### src/rtl/pipeline_hazard_ctrl.sv
// Hazard and sequencing controller for the 5-stage MIPS pipeline registers.
// Tracks shadow copies of dst/regwrite/memread for EX, MEM and WB. From these
// it drives the stage enables, the IF/ID flush and ID/EX bubble, and the ALU
// forwarding selects. It resolves load-use stalls, taken-branch flushes and
// data-memory wait states, and flags a wait-state timeout.
// Optional feature macro: HAZARD_PERF_EN adds saturating performance counters.
module pipeline_hazard_ctrl #(
  parameter int WAIT_LIMIT = 15,
  parameter int CNT_W      = 16
) (
  input  logic             clk,
  input  logic             rst_n,
  input  logic             id_valid,
  input  logic [4:0]       id_rs,
  input  logic [4:0]       id_rt,
  input  logic             id_uses_rt,
  input  logic [4:0]       id_dst,
  input  logic             id_regwrite,
  input  logic             id_memread,
  input  logic             ex_branch_taken,
  input  logic             mem_req,
  input  logic             mem_ready,
  output logic             pc_en,
  output logic             ifid_en,
  output logic             ifid_flush,
  output logic             idex_en,
  output logic             idex_bubble,
  output logic             exmem_en,
  output logic             memwb_en,
  output logic [1:0]       fwd_a,
  output logic [1:0]       fwd_b,
  output logic             mem_timeout
`ifdef HAZARD_PERF_EN
  ,
  output logic [CNT_W-1:0] stall_cnt,
  output logic [CNT_W-1:0] flush_cnt,
  output logic [CNT_W-1:0] wait_cnt
`endif
);

  localparam int WCNT_W = $clog2(WAIT_LIMIT + 1);
  localparam logic [WCNT_W-1:0] WLIM = WCNT_W'(WAIT_LIMIT);

  // Reject parameter values that make the counters meaningless.
  if (WAIT_LIMIT < 1) begin : g_bad_wait_limit
    $error("WAIT_LIMIT must be at least 1");
  end
  if (CNT_W < 1) begin : g_bad_cnt_w
    $error("CNT_W must be at least 1");
  end

  typedef enum logic {
    ST_RUN  = 1'b0,
    ST_WAIT = 1'b1
  } state_t;

  state_t state_q, state_d;

  // Shadow copies: _p0 = EX stage, _p1 = MEM stage, _p2 = WB stage
  logic [4:0] rs_p0, rt_p0, dst_p0;
  logic       regwrite_p0, memread_p0;
  logic [4:0] dst_p1;
  logic       regwrite_p1;
  logic [4:0] dst_p2;
  logic       regwrite_p2;

  logic [WCNT_W-1:0] wcnt_q;

  logic freeze;
  logic br_flush;
  logic lu_hit;
  logic lu_stall;
  logic ex_zero;

  // Wait-state counter increment, pinned at the timeout limit.
  function automatic logic [WCNT_W-1:0] sat_inc_wait(input logic [WCNT_W-1:0] v);
    return (v >= WLIM) ? WLIM : v + WCNT_W'(1);
  endfunction

  // Forwarding select: the younger EX/MEM result wins, $0 is never forwarded.
  function automatic logic [1:0] fwd_sel(input logic [4:0] src,
                                         input logic       rw_mem,
                                         input logic [4:0] dst_mem,
                                         input logic       rw_wb,
                                         input logic [4:0] dst_wb);
    if (rw_mem && (dst_mem != 5'd0) && (dst_mem == src)) return 2'b10;
    if (rw_wb && (dst_wb != 5'd0) && (dst_wb == src))    return 2'b01;
    return 2'b00;
  endfunction

`ifdef HAZARD_PERF_EN
  // Performance counter increment, sticking at all-ones.
  function automatic logic [CNT_W-1:0] sat_inc_cnt(input logic [CNT_W-1:0] v);
    return (&v) ? v : v + CNT_W'(1);
  endfunction
`endif

  // Hazard classification: freeze outranks branch flush, which outranks load-use.
  always_comb begin
    freeze   = mem_req & ~mem_ready;
    br_flush = ex_branch_taken & ~freeze;
    lu_hit   = memread_p0 & regwrite_p0 & (dst_p0 != 5'd0) & id_valid &
               ((dst_p0 == id_rs) | (id_uses_rt & (dst_p0 == id_rt)));
    lu_stall = ~freeze & ~ex_branch_taken & lu_hit;
    ex_zero  = br_flush | lu_stall | ~id_valid;
  end

  // Pipeline-register controls; held at their pass-through values during reset.
  always_comb begin
    pc_en       = 1'b1;
    ifid_en     = 1'b1;
    ifid_flush  = 1'b0;
    idex_en     = 1'b1;
    idex_bubble = 1'b0;
    exmem_en    = 1'b1;
    memwb_en    = 1'b1;
    if (rst_n) begin
      if (freeze) begin
        pc_en    = 1'b0;
        ifid_en  = 1'b0;
        idex_en  = 1'b0;
        exmem_en = 1'b0;
        memwb_en = 1'b0;
      end else if (br_flush) begin
        ifid_flush  = 1'b1;
        idex_bubble = 1'b1;
      end else if (lu_stall) begin
        pc_en       = 1'b0;
        ifid_en     = 1'b0;
        idex_bubble = 1'b1;
      end
    end
  end

  // Forwarding selects follow the shadows, so they stay stable while frozen.
  always_comb begin
    fwd_a = fwd_sel(rs_p0, regwrite_p1, dst_p1, regwrite_p2, dst_p2);
    fwd_b = fwd_sel(rt_p0, regwrite_p1, dst_p1, regwrite_p2, dst_p2);
  end

  // Memory wait FSM next-state logic.
  always_comb begin
    state_d = state_q;
    case (state_q)
      ST_RUN:  if (freeze)    state_d = ST_WAIT;
      ST_WAIT: if (mem_ready) state_d = ST_RUN;
      default: state_d = ST_RUN;
    endcase
  end

  // Memory wait FSM state register.
  always_ff @(posedge clk or negedge rst_n) begin
    if (!rst_n) state_q <= ST_RUN;
    else        state_q <= state_d;
  end

  // Wait-state counter and sticky timeout flag.
  always_ff @(posedge clk or negedge rst_n) begin
    if (!rst_n) begin
      wcnt_q      <= '0;
      mem_timeout <= 1'b0;
    end else if (freeze) begin
      wcnt_q <= sat_inc_wait(wcnt_q);
      if (sat_inc_wait(wcnt_q) == WLIM) mem_timeout <= 1'b1;
    end else begin
      wcnt_q <= '0;
    end
  end

  // Shadow advance: ID -> EX -> MEM -> WB on every non-frozen edge.
  always_ff @(posedge clk or negedge rst_n) begin
    if (!rst_n) begin
      rs_p0       <= '0;
      rt_p0       <= '0;
      dst_p0      <= '0;
      regwrite_p0 <= 1'b0;
      memread_p0  <= 1'b0;
      dst_p1      <= '0;
      regwrite_p1 <= 1'b0;
      dst_p2      <= '0;
      regwrite_p2 <= 1'b0;
    end else if (!freeze) begin
      dst_p2      <= dst_p1;
      regwrite_p2 <= regwrite_p1;
      dst_p1      <= dst_p0;
      regwrite_p1 <= regwrite_p0;
      if (ex_zero) begin
        rs_p0       <= '0;
        rt_p0       <= '0;
        dst_p0      <= '0;
        regwrite_p0 <= 1'b0;
        memread_p0  <= 1'b0;
      end else begin
        rs_p0       <= id_rs;
        rt_p0       <= id_rt;
        dst_p0      <= id_dst;
        regwrite_p0 <= id_regwrite;
        memread_p0  <= id_memread;
      end
    end
  end

`ifdef HAZARD_PERF_EN
  // Saturating counts of load-use stalls, branch flushes and freeze cycles.
  always_ff @(posedge clk or negedge rst_n) begin
    if (!rst_n) begin
      stall_cnt <= '0;
      flush_cnt <= '0;
      wait_cnt  <= '0;
    end else begin
      if (lu_stall) stall_cnt <= sat_inc_cnt(stall_cnt);
      if (br_flush) flush_cnt <= sat_inc_cnt(flush_cnt);
      if (freeze)   wait_cnt  <= sat_inc_cnt(wait_cnt);
    end
  end
`endif

endmodule

### config.mk
export PLATFORM = sky130hd
export DESIGN_NAME = pipeline_hazard_ctrl
export DESIGN_NICKNAME = d
export VERILOG_FILES = /design/src/rtl/pipeline_hazard_ctrl.sv
export SDC_FILE = /design/constraint.sdc
export NUM_CORES = 1
export LEC_CHECK = 0
export CELL_PAD_IN_SITES_DETAIL_PLACEMENT = 0
export CELL_PAD_IN_SITES_GLOBAL_PLACEMENT = 2
export CORE_ASPECT_RATIO = 1.25
export CORE_MARGIN = 2
export CORE_UTILIZATION = 32
export CTS_BUF_LIST = sky130_fd_sc_hd__clkbuf_16
export DETAILED_ROUTE_END_ITERATION = 6
export PLACE_DENSITY_LB_ADDON = 0.15
export SKIP_LAST_GASP = 1
export SYNTH_ARGS = -nofsm -noshare
export SYNTH_HDL_FRONTEND = slang
export SYNTH_SLANG_ARGS = --single-unit
### constraint.sdc
create_clock -name clk -period 2.5 [get_ports clk]
set_input_delay 0.625 -clock clk [delete_from_list [all_inputs] [get_ports clk]]
set_output_delay 0.625 -clock clk [all_outputs]
set_load 0.03 [all_outputs]
Yosys cells after proc, flatten, opt, wreduce, memory -nomap -nowiden --
Index checks and enable logic that the tools add are counted.
Word-level totals: flip-flop bits (word level) 34, input bits 24, output and inout port bits 12, logic and storage cells 80
Cells by class: $add $sub $neg 1, order comparisons 1, equal/unequal tests 7, multiplexer cells 34, bitwise operators 16, reduce and logical (&&, ||, !) cells 10
Operator list (count):
- == test 5 bit | 6
- two-way mux 1 bit | 21
- two-way mux 2 bit | 8
- two-way mux 5 bit | 3
- nonzero test 5 bit | 3
- bitwise AND 1 bit | 9
- two-way mux 4 bit | 2
- logical AND 1 bit | 6
- adder 4 x 1 -> 4 bit (second input constant) | 1
- == test 4 bit (second input constant) | 1
- greater-or-equal comparator 4 bit (second input constant) | 1
- inverter 1 bit | 4
- bitwise OR 1 bit | 3
- AND reduction 2 bit | 1

Longest topological paths before layout --
depth after elaboration 9, gate-level depth with buffers 6

Least setup slack after synthesis --
OpenSTA, ideal clock, no wires.
kind register to output, from reg dst_p1[1], to out fwd_a[0], arrival time 2.294 ns, data required time 1.875 ns, slack -0.419 ns, cell stages (with the launch flop) 5, buffers on the path 0, cell sequence dfrtp_1 > or4_1 > o21ai_1 > nor4_1 > nor4_1
On the way: longest elaborated chain between the ends 5, elaborated cells on any way between the ends 6, those cells by class eq/ne: 1; mux: 2; reduce/logical: 3
RTL lines:
- from (decl) | line 62 | logic [4:0] dst_p1;
- from (signal assigned) | line 185 | dst_p1 <= dst_p0;
- nonzero test 5 bit | line 86 | if (rw_mem && (dst_mem != 5'd0) && (dst_mem == src)) return 2'b10;
- logical AND 1 bit | line 86
- logical AND 1 bit (*) | line 86
- two-way mux 1 bit (*) | line 86
- two-way mux 2 bit (*) | line 87 | if (rw_wb && (dst_wb != 5'd0) && (dst_wb == src)) return 2'b01;
- to (decl) | line 30 | output logic [1:0] fwd_a,
Mark *: on every way between the ends. The rest lies on a longest branch, timed or not.

Worst setup path after layout --
from reg rs_p0[3], to out fwd_a[0]
On the way: longest elaborated chain between the ends 6, elaborated cells on any way between the ends 10, those cells by class eq/ne: 2; mux: 6; reduce/logical: 2
RTL lines:
- from (decl) | line 60 | logic [4:0] rs_p0, rt_p0, dst_p0;
- from (signal assigned) | line 194 | rs_p0 <= id_rs;
- == test 5 bit | line 87
- logical AND 1 bit | line 87
- two-way mux 1 bit (2 in a row) | line 87
- two-way mux 2 bit | line 88 | return 2'b00;
- two-way mux 2 bit (*) | line 87
Mark *: on every way between the ends. The rest lies on a longest branch, timed or not. The select of a mux whose other input is x is not followed.

==> summary.md <==
| Metric | Value |
|---|---|
| Vias in the first global route | 1791 |
| Worst path slowest cell | or4_4 |
| Crit path time final | 2.52 ns |
| Post-synthesis cell area | 0.00196 mm2 |
| Setup ws final | -0.0153 ns |
| Die Span X | 74.1 um |
| Worst-Skew Late Latency | 0.27 ns |
| Final Net Count | 302 |
| Total congestion overflow | 0 |
| Detail Placement HPWL | 3780 um |
| Initial drt markers | 95 |
| Syn. warnings | 0 |
| H-tree depth | 2 |
| Post-Synthesis Cells | 209 |
| Post-cts hold buffer count | 0 |
| Worst Setup Start Kind | flop |
| Worst Hold Class | in2async |
| Core Region | 0.00586 mm2 |
| Period utilization | 1.01 |
| Initial cell density of the core | 0.335 |
| Worst-margin pin slew | 0.432 ns |
| CP Cell Sequence | xor2_1 -> or4_4 -> nor4_4 -> buf_6 |
| Post-synth top cells | 56 x nand2_1, 34 x dfrtp_1, 17 x a32oi_1, 17 x xnor2_1, 14 x xor2_1 |
| GR Util All Layers | 0.176 |
| CTS tree | done |
| Synth Area per Inst | 9.39 um2 |
| Max Cap Viol | 0 |
| Clk sinks | 34 |
| Antenna cells | 0 |
| CP max FO | 3 |
| Max Fclk | 0.398 GHz |
| Vias per std cell | 4.90 |
| Top_reg_cell synth | dfrtp_1 |
| #FFs+latches synth | 34 |
| Crit path DAT | 1.89 ns |
| IO Port Bufs | 35 |
| DP Worst Slack | -0.666 ns |
| Layout fillers | 560 |
| First-pass GRT wire length | 9180 um |
| Row cnt | 31 |
| Initial antenna violation count | 0 |
| Clk_skew | 0.00222 ns |
| DRC | 0 |
| Most frequent cell after synthesis | nand2_1 |
| Async S/R FF share, synth | 1.00 |
| Clock Path Buffers | 2 |
| Worst-path clk slew | 0.05 ns |
| DRT Pass-1 Iters | 4 |
| DIE AREA | 0.00678 mm2 |
| Peak VDD IR | 0.244 mV |
| Detailed-route via count | 1759 |
| CTS Buf Count | 5 |
| Violated checks | setup timing |
| Synth area leader | dfrtp_1 |
| Top delay family on crit path | simple AND/OR/NAND/NOR gates |
| Syn Nets | 234 |
| Largest net degree at the start of global routing | 35 |
| Wire length per cell | 15.5 um |
| Synth top area share | 0.433 |
| # IOs | 36 |
| ANT nets after route | 0 |
| Pleak | 1.31 nW |
| Endpoints failing setup | 2 |
| Reg2Reg Setup Slack | 0.83 ns |
| PwrDens | 568 mW/mm2 |
| Die height | 91.6 um |
| Worst setup EP type | output port |
| Routability congestion estimate from global placement | 0.770 |
| Post-synthesis sequential area ratio | 0.433 |
| Pins Over Slew Limit | 0 |
| Slowest Stage Delay on Critical Path | 0.55 ns |
| RSZ-0062 raised after global routing | yes |
| Area grow syn2layout | 48.1% |
| Final Cell Area | 0.00291 mm2 |
| Synth top area cells | dfrtp_1 43%, nand2_1 11%, a32oi_1 7.6% |
| Outcome | complete, but fails checks |
| Layout cells sized above 1 | 0.314 |
| Max-slew headroom | 0.710 |
| Synth unique cells | 35 |
| Root Buffer | clkbuf_16 |
| Kind of critical path | reg2out |
| Placed Area | 0.00263 mm2 |
| WP data required | 1.88 ns |
| Worst Path Buf+Inv | 1 |
| Routed WL | 5550 um |
| Final number of hold-violating endpoints | 0 |
| Post-synth EDFFs | 0 |
-- cells in the final DEF, fill, tap and decap left out, types with 4 or more instances in the layout --
cell type / synthesis / routed
a32oi_1: 17 / 17
buf_4: 3 / 39
buf_6: 0 / 6
clkbuf_16: 0 / 6
clkdlybuf4s15_1: 0 / 5
clkdlybuf4s50_1: 0 / 9
dfrtp_1: 34 / 31
dlygate4sd2_1: 0 / 11
inv_1: 2 / 4
nand2_1: 56 / 56
nand3_1: 5 / 5
o21ai_1: 9 / 8
o21ai_2: 10 / 10
or4_4: 1 / 4
xnor2_1: 17 / 17
xor2_1: 14 / 14
-- kinds of logic after synthesis --
group	count (synthesis)	share of synthesized area
and+or+nand+nor	78	0.179
DFF	34	0.433
adders and majority gates	1	0.00637
AOI/OAI and AO/OA	48	0.195
buffers and inverters	17	0.0478
xor gates and xnor gates	31	0.138
-- cell type report --
cell class / count / area (um2) / share of cell area
Inverter: 2 / 7.51 / 0.00258
Timing Repair Buffer: 76 / 677 / 0.233
Tap cell: 82 / 103 / 0.0353
Clock buffer: 5 / 125 / 0.0430
Clock inverter: 2 / 7.51 / 0.00258
Sequential cell: 34 / 855 / 0.294
Multi-Input combinational cell: 158 / 1130 / 0.390
-- per-stage QoR --
step                       util  power [W]  instances  TNS [ns]  hold slack, ns
final                     0.496    0.00165        359   -0.0220           0.366
after global routing      0.496    0.00174        359    -0.181           0.379
after CTS                 0.482    0.00165        353    -0.254           0.378
after detailed placement  0.449    0.00106        345     -3.42           0.445
after global placement    0.449    0.00106        345     -3.43           0.449
after floorplan               -   0.000880        209  -0.00221           0.329
-- worst paths after layout --
| kind | startpoint | endpoint | cells after the start |
|---|---|---|---|
| setup reg to reg | dst_p0[2]$_DFFE_PN0N_ | rs_p0[2]$_DFFE_PN0N_ | 5 |
| hold / removal | rst_n | memread_p0$_DFFE_PN0N_ | 2 |
| max in group asynchronous | rst_n | rt_p0[2]$_DFFE_PN0N_ | 3 |
| min in group clk | regwrite_p2$_DFFE_PN0N_ | regwrite_p2$_DFFE_PN0N_ | 2 |
| hold reg to reg | regwrite_p2$_DFFE_PN0N_ | regwrite_p2$_DFFE_PN0N_ | 2 |
| setup / recovery | rs_p0[3]$_DFFE_PN0N_ | fwd_a[0] | 4 |
-- worst reg2reg max path: cells and delay by family (launching register included) --
family | cells | cell delay (ns)
flops | 1 | 0.39
compound gates | 3 | 0.40
buf+inv | 1 | 0.26
simple gates | 1 | 0.54
-- timing repair --
action,4_1_cts,5_1_grt
pin swaps,8,13
cloned,0,1
buffers inserted,2,5
setup endpoints to repair,9,9
gates resized for setup,47,17
-- power by group --
group	total (W)	internal (W)	switching [W]
clock	0.000564	0.000355	0.000209
combinational	0.000422	0.000214	0.000208
sequential	0.000667	0.000602	0.0000643
total	0.00165	0.00117	0.000481
-- sequential cells by signal, indices dropped and copies added, names as in the netlist --
name	count
dst_p0	5
dst_p1	5
dst_p2	5
mem_timeout	1
memread_p0	1
regwrite_p0	1
regwrite_p1	1
regwrite_p2	1
rs_p0	5
rt_p0	5
wcnt_q	4
-- routing by layer --
metal,vias up,global-route usage,share of wire
met1,840,0.236,0.46
met3,7,0.0333,0.032
met2,39,0.281,0.49
met4,0,0.0576,0.017
met5,-,0,0
li1,873,-,-
No activity file was read; power rests on OpenSTA's default activity.
